--- src/rtl/ifu_fetch_if.sv ---
// Instruction-memory req/ack port between the fetch unit (master) and imem (slave).
// imem_addr is stable while imem_req is high; imem_rdata is valid with imem_ack.
interface ifu_fetch_if;
  logic        imem_req;
  logic [31:0] imem_addr;
  logic        imem_ack;
  logic [31:0] imem_rdata;

  modport master (output imem_req, imem_addr, input imem_ack, imem_rdata);
  modport slave  (input imem_req, imem_addr, output imem_ack, imem_rdata);
endinterface

--- src/rtl/ifu_fetch.sv ---
// MIPS fetch unit: owns the PC, one fetch/cycle at zero-wait, stall parks an acked word in a hold buffer.
// IF/ID updates on the edge after ack; optional AdEL trap on bad fetch addresses under IFU_ADEL_EXC_EN.
module ifu_fetch #(
  parameter logic [31:0] RESET_PC = 32'h0000_3000,
  parameter int unsigned PC_STEP  = 4
) (
  input  logic         clk,
  input  logic         reset_n,
  input  logic         redirect,
  input  logic [31:0]  redirect_pc,
  input  logic         stall,
  ifu_fetch_if.master  imem,
  output logic         id_valid,
  output logic [31:0]  id_instr,
  output logic [31:0]  id_pc,
`ifdef IFU_ADEL_EXC_EN
  output logic [4:0]   id_exc,
`endif
  output logic [31:0]  id_pc8
);

  typedef enum logic [1:0] {S_BOOT, S_FETCH, S_HOLD} state_e;

  localparam logic [31:0] STEP = 32'(PC_STEP);

  state_e      state_q, state_d;
  logic [31:0] pc_q, pc_d;
  logic        pend_valid_q, pend_valid_d;
  logic [31:0] pend_pc_q, pend_pc_d;
  logic        buf_valid_q, buf_valid_d;
  logic [31:0] buf_instr_q, buf_instr_d;
  logic [31:0] buf_pc_q, buf_pc_d;
  logic        id_valid_q, id_valid_d;
  logic [31:0] id_instr_q, id_instr_d;
  logic [31:0] id_pc_q, id_pc_d;
  logic [31:0] id_pc8_q, id_pc8_d;
  logic        addr_bad;
  logic        fetch_done;
  logic [31:0] fetch_instr;

`ifdef IFU_ADEL_EXC_EN
  logic [4:0]  buf_exc_q, buf_exc_d;
  logic [4:0]  id_exc_q, id_exc_d;
  // Misaligned or outside the instruction window: never reaches imem, completes as AdEL.
  assign addr_bad = (pc_q[1:0] != 2'b00) || (pc_q < 32'h0000_3000) || (pc_q > 32'h0000_6FFF);
  assign id_exc   = id_exc_q;
`else
  assign addr_bad = 1'b0;
`endif

  assign imem.imem_addr = pc_q;
  assign imem.imem_req  = (state_q == S_FETCH) && !addr_bad;
  assign fetch_done     = (state_q == S_FETCH) && (addr_bad || imem.imem_ack);
  assign fetch_instr    = addr_bad ? 32'h0000_0000 : imem.imem_rdata;

  assign id_valid = id_valid_q;
  assign id_instr = id_instr_q;
  assign id_pc    = id_pc_q;
  assign id_pc8   = id_pc8_q;

  always_comb begin
    state_d      = state_q;
    pc_d         = pc_q;
    pend_valid_d = pend_valid_q;
    pend_pc_d    = pend_pc_q;
    buf_valid_d  = buf_valid_q;
    buf_instr_d  = buf_instr_q;
    buf_pc_d     = buf_pc_q;
    id_valid_d   = id_valid_q;
    id_instr_d   = id_instr_q;
    id_pc_d      = id_pc_q;
    id_pc8_d     = id_pc8_q;
`ifdef IFU_ADEL_EXC_EN
    buf_exc_d    = buf_exc_q;
    id_exc_d     = id_exc_q;
`endif

    case (state_q)
      S_BOOT: state_d = S_FETCH;
      S_FETCH: begin
        if (fetch_done) begin
          // Delay slot: the finishing fetch always issues; a redirect only steers the next address.
          if (redirect)          pc_d = redirect_pc;
          else if (pend_valid_q) pc_d = pend_pc_q;
          else                   pc_d = pc_q + STEP;
          pend_valid_d = 1'b0;
          if (stall) begin
            buf_valid_d = 1'b1;
            buf_instr_d = fetch_instr;
            buf_pc_d    = pc_q;
`ifdef IFU_ADEL_EXC_EN
            buf_exc_d   = addr_bad ? 5'd4 : 5'd0;
`endif
            state_d     = S_HOLD;
          end else begin
            id_valid_d = 1'b1;
            id_instr_d = fetch_instr;
            id_pc_d    = pc_q;
            id_pc8_d   = pc_q + 32'd8;
`ifdef IFU_ADEL_EXC_EN
            id_exc_d   = addr_bad ? 5'd4 : 5'd0;
`endif
          end
        end else if (!stall) begin
          id_valid_d = 1'b0;
        end
      end
      S_HOLD: begin
        if (!stall && buf_valid_q) begin
          id_valid_d  = 1'b1;
          id_instr_d  = buf_instr_q;
          id_pc_d     = buf_pc_q;
          id_pc8_d    = buf_pc_q + 32'd8;
`ifdef IFU_ADEL_EXC_EN
          id_exc_d    = buf_exc_q;
`endif
          buf_valid_d = 1'b0;
          state_d     = S_FETCH;
        end
      end
      default: state_d = S_BOOT;
    endcase

    if (redirect && !fetch_done) begin
      pend_valid_d = 1'b1;
      pend_pc_d    = redirect_pc;
    end
  end

  always_ff @(posedge clk or negedge reset_n) begin
    if (!reset_n) begin
      state_q      <= S_BOOT;
      pc_q         <= RESET_PC;
      pend_valid_q <= 1'b0;
      pend_pc_q    <= RESET_PC;
      buf_valid_q  <= 1'b0;
      buf_instr_q  <= 32'h0000_0000;
      buf_pc_q     <= RESET_PC;
      id_valid_q   <= 1'b0;
      id_instr_q   <= 32'h0000_0000;
      id_pc_q      <= RESET_PC;
      id_pc8_q     <= RESET_PC + 32'd8;
`ifdef IFU_ADEL_EXC_EN
      buf_exc_q    <= 5'd0;
      id_exc_q     <= 5'd0;
`endif
    end else begin
      state_q      <= state_d;
      pc_q         <= pc_d;
      pend_valid_q <= pend_valid_d;
      pend_pc_q    <= pend_pc_d;
      buf_valid_q  <= buf_valid_d;
      buf_instr_q  <= buf_instr_d;
      buf_pc_q     <= buf_pc_d;
      id_valid_q   <= id_valid_d;
      id_instr_q   <= id_instr_d;
      id_pc_q      <= id_pc_d;
      id_pc8_q     <= id_pc8_d;
`ifdef IFU_ADEL_EXC_EN
      buf_exc_q    <= buf_exc_d;
      id_exc_q     <= id_exc_d;
`endif
    end
  end

endmodule

--- src/flat_wrapper.sv ---
// flat-port wrapper written by rule: the top's interface ports become plain ports
module ifu_fetch_flat 
#(
  parameter logic [31:0] RESET_PC = 32'h0000_3000,
  parameter int unsigned PC_STEP  = 4
)
  (clk, reset_n, redirect, redirect_pc, stall, id_valid, id_instr, id_pc, id_pc8, imem_imem_req, imem_imem_addr, imem_imem_ack, imem_imem_rdata);
  ifu_fetch_if imem_i ();
  input  logic clk;
  input  logic reset_n;
  input  logic redirect;
  input  logic [31:0] redirect_pc;
  input  logic stall;
  output logic id_valid;
  output logic [31:0] id_instr;
  output logic [31:0] id_pc;
  output logic [31:0] id_pc8;
  output wire logic [$bits(imem_i.imem_req)-1:0] imem_imem_req;
  output wire logic [$bits(imem_i.imem_addr)-1:0] imem_imem_addr;
  input wire logic [$bits(imem_i.imem_ack)-1:0] imem_imem_ack;
  input wire logic [$bits(imem_i.imem_rdata)-1:0] imem_imem_rdata;
  assign imem_imem_req = imem_i.imem_req;
  assign imem_imem_addr = imem_i.imem_addr;
  assign imem_i.imem_ack = imem_imem_ack;
  assign imem_i.imem_rdata = imem_imem_rdata;
  ifu_fetch #(.RESET_PC(RESET_PC), .PC_STEP(PC_STEP)) u_core (.clk(clk), .reset_n(reset_n), .redirect(redirect), .redirect_pc(redirect_pc), .stall(stall), .imem(imem_i), .id_valid(id_valid), .id_instr(id_instr), .id_pc(id_pc), .id_pc8(id_pc8));
endmodule
--- config.mk ---
export PLATFORM = sky130hd
export DESIGN_NAME = ifu_fetch_flat
export DESIGN_NICKNAME = d
export VERILOG_FILES = /design/src/rtl/ifu_fetch_if.sv /design/src/rtl/ifu_fetch.sv /design/src/flat_wrapper.sv
export SDC_FILE = /design/constraint.sdc
export NUM_CORES = 1
export LEC_CHECK = 0
export BUFFER_PORTS_ARGS = -buffer_cell sky130_fd_sc_hd__clkbuf_2
export CAP_MARGIN = 20
export CORE_ASPECT_RATIO = 1.2
export CORE_MARGIN = 2
export CORE_UTILIZATION = 60
export CTS_CLUSTER_DIAMETER = 120
export DETAILED_ROUTE_END_ITERATION = 6
export PLACE_DENSITY = 0.82
export RECOVER_POWER = 100
export SLEW_MARGIN = 40
export SYNTH_ARGS = -nofsm -noshare
export SYNTH_HDL_FRONTEND = slang
export SYNTH_SLANG_ARGS = --single-unit
--- constraint.sdc ---
create_clock -name clk -period 5 [get_ports clk]
set_input_delay 0.25 -clock clk [delete_from_list [all_inputs] [get_ports clk]]
set_output_delay 0.25 -clock clk [all_outputs]
set_load 0.005 [all_outputs]
# Yosys cells after proc, flatten, opt, wreduce, memory -nomap -nowiden
# Cells that the tools add are included.
# classes
add_sub_neg	3
mul	0
div	0
n_lt_le_gt_ge	0
eq_ne	6
shifts	0
mux	30
bitwise	0
reduce_logical	16
# op_table
cell	count
$mux 32	11
$pmux 32 s2	3
$add 32x4->32 const B	2
$add 32x3->32 const B	1
$mux 1	10
$reduce_and 3->1	3
$reduce_and 4->1	2
$mux 2	3
$pmux 2 s3	1
$reduce_bool 2->1	3
$ne 2x1->1 const B	2
$ne 2x2->1 const B	2
$pmux 1 s2	2
$reduce_and 2->1	2
$logic_and 1x1->1	3
$eq 2x1->1 const B	1
$eq 2x2->1 const B	1
$logic_not 1->1	2
$logic_not 2->1	1
# totals
register_bits	229
latchBits	0
ram_bits	0
mem_bits_ro	0
in_bits	69
out_inout_bits	130
elab_cells	66
memories	0

# Longest topological paths before layout
# Gate-level depths: netlist of the first run.
# logic_depth
ltp_word	6
ltp_mapped	13
depth_no_buf	8

# Least setup slack after synthesis of the first run
# No wires, ideal clock.
# synth_timing
kind	flip-flop to flip-flop
from	register u_core.state_q[1]
to	register u_core.id_pc8_q[31], in the netlist u_core.id_pc8[31]
setup_time_ns	0.125
arrival_time_ns	2.554
t_required_ns	4.875
setup_slack_ns	2.320
stages_incl_launch_ff	14
path_buffers	5
path_cell_list	dfrtp_1 > nor2b_4 > buf_6 > buf_12 > buf_6 > buf_2 > buf_2 > nand2_1 > nand2_1 > ha_1 > o2111ai_4 > nor4_4 > nand2b_1 > nand3_1
# synth_between
elab_chain_len	4
elab_cells_between_ends	9
# synth_lines
item	line	rtl
start: declaration	ifu_fetch.sv:26	state_e state_q, state_d;
start signal: assignment	ifu_fetch.sv:148	state_q <= state_d;
$eq 2x1->1	ifu_fetch.sv:53, ifu_fetch.sv:78	
$logic_and 1x1->1	ifu_fetch.sv:53	assign fetch_done = (state_q == S_FETCH) && (addr_bad || imem.imem_ack);
$ne 2x1->1 (no source line)	-	
$reduce_and 4->1 (no source line)	-	
end signal: assignment	ifu_fetch.sv:142	id_pc8_q <= RESET_PC + 32'd8;
end signal: assignment	ifu_fetch.sv:158	id_pc8_q <= id_pc8_d;
end: declaration	ifu_fetch.sv:36	logic [31:0] id_pc8_q, id_pc8_d;
# Several ways; a longest one is shown, not always the timed one.
# A chain may end at the register's enable or synchronous reset.

# Worst setup path in the final report of the first run
# layout_timing
from	register u_core.state_q[1]
to	register u_core.id_pc8_q[28], in the netlist u_core.id_pc8[28]
# The elaborated chain is that of the path after synthesis.

==> results of run 1 <==
==> stage by stage <==
stage | power (mW) | worst slack [ns]
finish | 7.623 | 1.117
floorplan | 4.797 | 2.320
global placement | 5.728 | 2.062
global route | 8.078 | 0.9702
CTS | 7.660 | 1.938
detailed placement | 5.887 | 1.962
==> kinds of logic after synthesis <==
group           after synthesis  share of synthesized area
compound gates              232                     0.1342
xor+xnor                     22                    0.01772
fa+ha+maj                     2                   0.002301
buf+inv                      87                    0.03578
flops                       226                     0.5213
mux                         132                     0.1351
simple gates                358                     0.1536
==> power groups by stage <==
stage	clock, mW	sequential [mW]	combinational, mW
detailed placement	0	3.42	2.47
finish	1.71	3.43	2.48
global route	1.80	3.53	2.75
floorplan	0	3.20	1.60
global placement	0	3.37	2.36
CTS	1.72	3.40	2.54
==> state kept, by name, summed over array words and instances, names as in the netlist <==
name	flops
u_core.buf_valid_q	1
u_core.id_valid	1
u_core.buf_instr_q	32
u_core.id_instr	32
u_core.id_pc8	32
u_core.buf_pc_q	32
u_core.imem.imem_addr	32
u_core.pend_valid_q	1
u_core.state_q	2
u_core.id_pc	29
u_core.pend_pc_q	32
==> Yosys cell counts (5+ instances only) <==
cell and number:
a21o_1 5, a21oi_1 23, a221oi_1 7, a222oi_1 5
a22oi_1 11, a31oi_1 47, and3_1 14, buf_1 18
buf_2 9, clkbuf_1 45, dfrtp_1 215, dfstp_2 11
inv_1 7, mux2_2 98, mux2i_1 32, nand2_1 190
nand3_1 20, nor2_1 70, nor2b_1 6, nor3_1 17
nor4_1 5, o21ai_0 95, o21ai_1 10, xnor2_1 8
xor2_1 14
==> critical path: stages (launching register included) <==
cell	delay, ns
dfrtp_1	0.46
nor2b_1	1.36
buf_4	0.58
mux2i_4	0.37
o2111ai_4	0.25
nor4_1	0.45
xor2_1	0.18
o21ai_1	0.07
==> per-layer routing <==
metal	vias up	wire length, um
li1	4205	-
met4	0	975
met2	440	13790
met3	79	1835
met5	-	0
met1	4502	12300
==> cells in the final DEF, fill, tap and decap left out, types with 8 or more instances in the layout <==
cell type,n
a21oi_1,23
a22oi_1,11
a31oi_1,47
and3_1,14
buf_4,11
clkbuf_1,83
clkbuf_16,23
clkbuf_2,118
clkinv_2,9
dfrtp_1,215
dlygate4sd3_1,64
mux2_2,96
mux2i_1,32
nand2_1,190
nand3_1,20
nor2_1,70
nor3_1,17
nor4_1,8
o21ai_0,98
xnor2_1,8
xor2_1,14
==> layout make-up <==
class                      instances  area, um^2
tap                              220       275.3
sequential                       226        5669
clock inverter                    13       111.4
inverter                           7       26.28
antenna                            1       2.502
multi-input combinational        746        4785
timing repair buffer             280        1732
fill                            1215        4400
clock buffer                      29       638.1
==> worst min path at each step <==
stage,startpoint,end,slack (ns)
floorplan,reset_n,u_core.buf_instr_q[0]$_DFFE_PN0P_,-0.05
global placement,reset_n,u_core.pend_pc_q[15]$_DFFE_PN0P_,0.43
detailed placement,reset_n,u_core.pend_pc_q[19]$_DFFE_PN0P_,0.14
CTS,imem_imem_rdata[8],u_core.buf_instr_q[8]$_DFFE_PN0P_,0.002
global route,imem_imem_rdata[8],u_core.buf_instr_q[8]$_DFFE_PN0P_,0.01
finish,imem_imem_rdata[8],u_core.buf_instr_q[8]$_DFFE_PN0P_,0.02
==> summary.md, run 1 <==
| Metric | Value |
|---|---|
| Status | complete, but fails checks |
| Failing checks | DRC, capacitance limit, slew limit |
| Comb pwr share | 0.326 |
| CTS sink cnt | 226 |
| Worst R2R Start | u_core.state_q[1]$_DFFE_PN0P_ |
| # setup viols final | 0 |
| VDD IR max | 0.4006 mV |
| First-pass GRT wire length | 45,940 um |
| Fin. max-slew vios | 138 |
| Hold Vio Cnt, Final | 0 |
| Num CTS Buffers | 23 |
| Bufs on Longest Clock Path | 3 |
| Clk_lat worst skew | 0.53 ns |
| Post-detail-place hpwl | 18,340 um |
| Design Area, Final | 13,240 um^2 |
| Slew headroom | -0.4168 |
| Leak | 5.789 nW |
| Critical path data arrival time | 4.27 ns |
| Fin crit share | 0.7765 |
| Clk slew on worst S/H paths | 0.06 ns |
| M2 GR Usage | 0.4777 |
| Fin Hold WS | 0.02465 ns |
| Die width | 126.9 um |
| Syn_nets | 1,130 |
| Area Overhead vs Synth | 21.75% |
| Nets | 1,355 |
| CTS Hold Buffers Added | 64 |
| Initial Util | 0.6165 |
| Drt drc | 3 |
| Htree depth | 1 |
| Synthesized area per cell | 10.27 um^2 |
| Max-cap violations | 4 |
| Cells after Synth | 1,059 |
| Pre-antenna DRT Iters | 7 |
| CP Max Fanout | 29 |
| WP data required | 5.39 ns |
| IO Count | 199 |
| Worst Setup Start Kind | register |
| #FFs+latches synth | 226 |
| GPL Wtd Cong | 0.8448 |
| Met3 usage | 0.04003 |
| DR vias/cell | 6.062 |
| Std cell rows | 53 |
| Final wirelength | 28,900 um |
| Minimum clock period | 3.883 ns |
| Worst slew pin tran | 2.125 ns |
| Met1 Use GR | 0.4167 |
| Vias in the first global route | 8,842 |
| CTS tree | done |
| Post-synth EDFFs | 0 |
| Synth area leaders | dfrtp_1 49%, mux2_2 10%, nand2_1 6.6% |
| Die Ht | 151.5 um |
| CP startpoint | u_core.state_q[1]$_DFFE_PN0P_ |
| Max frequency | 257.6 MHz |
| Per-cell routed wire length | 18.99 um |
| WS Path Type | register to register |
| DR iter-0 viols | 880 |
| Post-synth ARST share | 1.000 |
| Setup_tns | 0 ns |
| Cell taking the most area after synthesis | dfrtp_1 |
| Initial antenna violation count | 0 |
| Final ANT Viol Nets | 0 |
| Top-area cell type share of the netlist area | 0.4948 |
| Top_reg_cell synth | dfrtp_1 |
| Layout cells sized above 1 | 0.2260 |
| Clock skew | 0.01187 ns |
| Clk pwr share | 0.224 |
| Area of the die | 19,220 um^2 |
| Overflow after GRT | 0 |
| Port Buf Inserts | 198 |
| Placed cells | 1,414 |
| Critical R2R Capture | u_core.id_pc8[28]$_DFFE_PN0P_ |
| Post-CTS Setup Inserts | 0 |
| Worst Setup EP | u_core.id_pc8[28]$_DFFE_PN0P_ |
| P_sw | 2.863 mW |
| Synth warn | 0 |
| FF-to-FF setup slack | 1.12 ns |
| Sequential area share after synthesis | 0.5213 |
| Cell area after synthesis | 10,870 um^2 |
| Reg power frac | 0.450 |
| RSZ-0062 raised after global routing | no |
| Via count | 9,226 |
| Placed Area | 12,000 um^2 |
| Final cell count without fillers | 1,522 |
| Util after Layout | 0.7505 |
| Most used routing layer | met2 |
| PD cells | 575.8 nW/um^2 |
| Core Area | 17,640 um^2 |
| Worst min path class | input port to register |
| Largest net degree at the start of global routing | 55 |
| Tot GR Track Use | 0.2965 |
| Int Power | 4.761 mW |
| Synth cell types | 66 |
| Hold Crit Depth | 2 |
| Switching share of power | 0.3755 |
| Reg2Reg Depth | 7 |
| Root buffer cell | clkbuf_16 |
| Crit end category | register |
| CTS-repair resized insts | 0 |
Power figures use the tool's default switching activity.
==> inputs of run 2 (changes only) <==
--- a/config.mk
+++ b/config.mk
@@ -9,10 +9,10 @@
 export CAP_MARGIN = 20
 export CORE_ASPECT_RATIO = 1.2
 export CORE_MARGIN = 2
-export CORE_UTILIZATION = 60
+export CORE_UTILIZATION = 56
 export CTS_CLUSTER_DIAMETER = 120
 export DETAILED_ROUTE_END_ITERATION = 6
-export PLACE_DENSITY = 0.82
+export PLACE_DENSITY = 0.77
 export RECOVER_POWER = 100
 export SLEW_MARGIN = 40
 export SYNTH_ARGS = -nofsm -noshare
==> constraint.sdc (replaced) <==
create_clock -name clk -period 4 [get_ports clk]
set_input_delay 0.2 -clock clk [delete_from_list [all_inputs] [get_ports clk]]
set_output_delay 0.2 -clock clk [all_outputs]
set_load 0.005 [all_outputs]
==> run 2 against run 1 <==
  * The run ends with capacitance limit, slew limit left
  * Sequential power increased by 25%
  * Non-clock buffer count fell by 2
  * Via count down 3.5%
  * Critical path type unchanged
  * Largest power group unchanged
==> summary.md, run 2 (same netlist as run 1, synthesis figures left out) <==
| Metric | Value |
|---|---|
| Status | complete, but fails checks |
| Failing checks | capacitance limit, slew limit |
| Area of the die | 20,550 um^2 |
| Worst min path class | input port to register |
| Worst slew pin tran | 1.888 ns |
| Max frequency | 315.6 MHz |
| WS Path Type | register to register |
| Die Ht | 156.7 um |
| Reg2Reg Depth | 4 |
| Pre-antenna DRT Iters | 5 |
| FF-to-FF setup slack | 0.83 ns |
| Core Area | 18,920 um^2 |
| Fin crit share | 0.7922 |
| Leak | 5.793 nW |
| Area Overhead vs Synth | 22.26% |
| Drt drc | 0 |
| Htree depth | 1 |
| Initial Util | 0.5746 |
| Hold Vio Cnt, Final | 0 |
| Crit-path cells | or2_0, nor2_1, a222oi_1, o21ai_0 |
| IO Count | 199 |
| Final Total Pwr | 9.455 mW |
| Per-cell routed wire length | 17.55 um |
| Die width | 131.2 um |
| Bufs on Longest Clock Path | 3 |
| Crit end category | register |
| Diodes inserted | 0 |
| Final wirelength | 27,250 um |
| DR vias/cell | 5.732 |
| CP Max Fanout | 32 |
| GPL Wtd Cong | 0.8661 |
| Worst path max stage delay | 1.36 ns |
| Worst Setup Start Kind | register |
| Clock skew | 0.008111 ns |
| Critical path data arrival time | 3.54 ns |
| Largest net degree at the start of global routing | 104 |
| CTS-repair resized insts | 0 |
| Design Area, Final | 13,300 um^2 |
| VDD IR max | 0.3972 mV |
| CP startpoint | u_core.pend_valid_q$_DFFE_PN0P_ |
| Most frequent cells in the layout | 215 x dfrtp_1, 189 x nand2_1, 132 x clkbuf_2 |
| Setup_tns | 0 ns |
| Num CTS Buffers | 23 |
| Slew headroom | -0.2586 |
| Most common cell after layout, fill and taps aside | dfrtp_1 |
| Initial antenna violation count | 0 |
| DR iter-0 viols | 799 |
| Util after Layout | 0.7025 |
| RSZ-0062 raised after global routing | no |
| CTS sink cnt | 226 |
| Post-detail-place hpwl | 18,210 um |
| Vias in the first global route | 8,526 |
| Max-cap violations | 3 |
| WP data required | 4.37 ns |
| Clk slew on worst S/H paths | 0.06 ns |
| Worst Setup EP | u_core.imem.imem_addr[14]$_DFFE_PN0P_ |
| PD cells | 711.2 nW/um^2 |
| Clk_lat worst skew | 0.51 ns |
| # setup viols final | 0 |
| Fin. max-slew vios | 99 |
| Tot GR Track Use | 0.2659 |
| Final ANT Viol Nets | 0 |
| Overflow after GRT | 0 |
| Layout cells sized above 1 | 0.2352 |
| Placed Area | 11,990 um^2 |
| Std cell rows | 55 |
| Nets | 1,353 |
| Via count | 8,902 |
| Critical-path top delay cell | or2_0 |
| Minimum clock period | 3.169 ns |
| Root buffer cell | clkbuf_16 |
| First-pass GRT wire length | 44,870 um |
| Critical R2R Capture | u_core.imem.imem_addr[14]$_DFFE_PN0P_ |
| CTS tree | done |
| Worst R2R Start | u_core.pend_valid_q$_DFFE_PN0P_ |
| Port Buf Inserts | 198 |
-- run 2: cell types whose count changed in the layout (fill, tap and decap cells not counted), sizes merged --
cell,change
dlygate4sd3,+1
inv,-1
clkbuf,+11
buf,-8
clkinvlp,-1
diode,-1
clkinv,-6
-- run 2: what timing repair did --
action                    CTS  global route
hold buffers               65             0
hold endpoints to repair  197             0
buffers inserted            0             0
-- run 2: how the worst min path moves through the flow --
| stage | from | depth (start not counted) | end | slack (ns) |
|---|---|---|---|---|
| detailed placement | reset_n | 1 | u_core.pend_pc_q[15]$_DFFE_PN0P_ | 0.29 |
| global route | imem_imem_ack | 3 | u_core.state_q[0]$_DFFE_PN0P_ | 0.05 |
| global placement | reset_n | 1 | u_core.pend_pc_q[19]$_DFFE_PN0P_ | 0.30 |
| floorplan | reset_n | 0 | u_core.buf_instr_q[0]$_DFFE_PN0P_ | -0.1 |
| finish | imem_imem_ack | 3 | u_core.state_q[0]$_DFFE_PN0P_ | 0.04 |
| CTS | imem_imem_ack | 3 | u_core.state_q[0]$_DFFE_PN0P_ | 0.02 |
-- run 2: power breakdown --
| part | leakage, nW | internal, mW | switching (mW) | total, mW |
|---|---|---|---|---|
| combinational | 2.71 | 1.42 | 1.61 | 3.02 |
| clock | 0.382 | 1.28 | 0.866 | 2.15 |
| sequential | 2.70 | 3.32 | 0.959 | 4.28 |
-- run 2: routing by layer --
| metal | track usage | routed length, um | part of all wire | vias to the layer above |
|---|---|---|---|---|
| li1 | - | - | - | 4198 |
| met1 | 0.3862 | 12290 | 0.45 | 4311 |
| met4 | 0.09369 | 757 | 0.028 | 0 |
| met3 | 0.03822 | 1569 | 0.058 | 53 |
| met2 | 0.4125 | 12630 | 0.46 | 340 |
| met5 | 0 | 0 | 0 | - |
-- run 2: critical path, delay by kind of cell, from the launching register on --
kind,cells,cell delay (ns)
compound gates,2,0.52
flops,1,0.92
simple gates,2,1.58
-- run 2: cell type report --
cell class                      count  area [um^2]
Multi-Input combinational cell    746         4817
Fill cell                        1445         5629
Inverter                            7        26.28
Tap cell                          256        320.3
Clock inverter                      5        53.80
Clock buffer                       35        710.7
Timing Repair Buffer              278         1698
Sequential cell                   226         5669
-- run 2: metrics by stage --
step                      setup slack (ns)  std cells  hold slack, ns
final                               0.8314       1553         0.03589
after global routing                0.5823       1553         0.04918
after CTS                            1.259       1552         0.01753
after detailed placement             1.260       1447          0.2933
after global placement               1.380       1447          0.2996
after floorplan                      1.320       1059        -0.09559
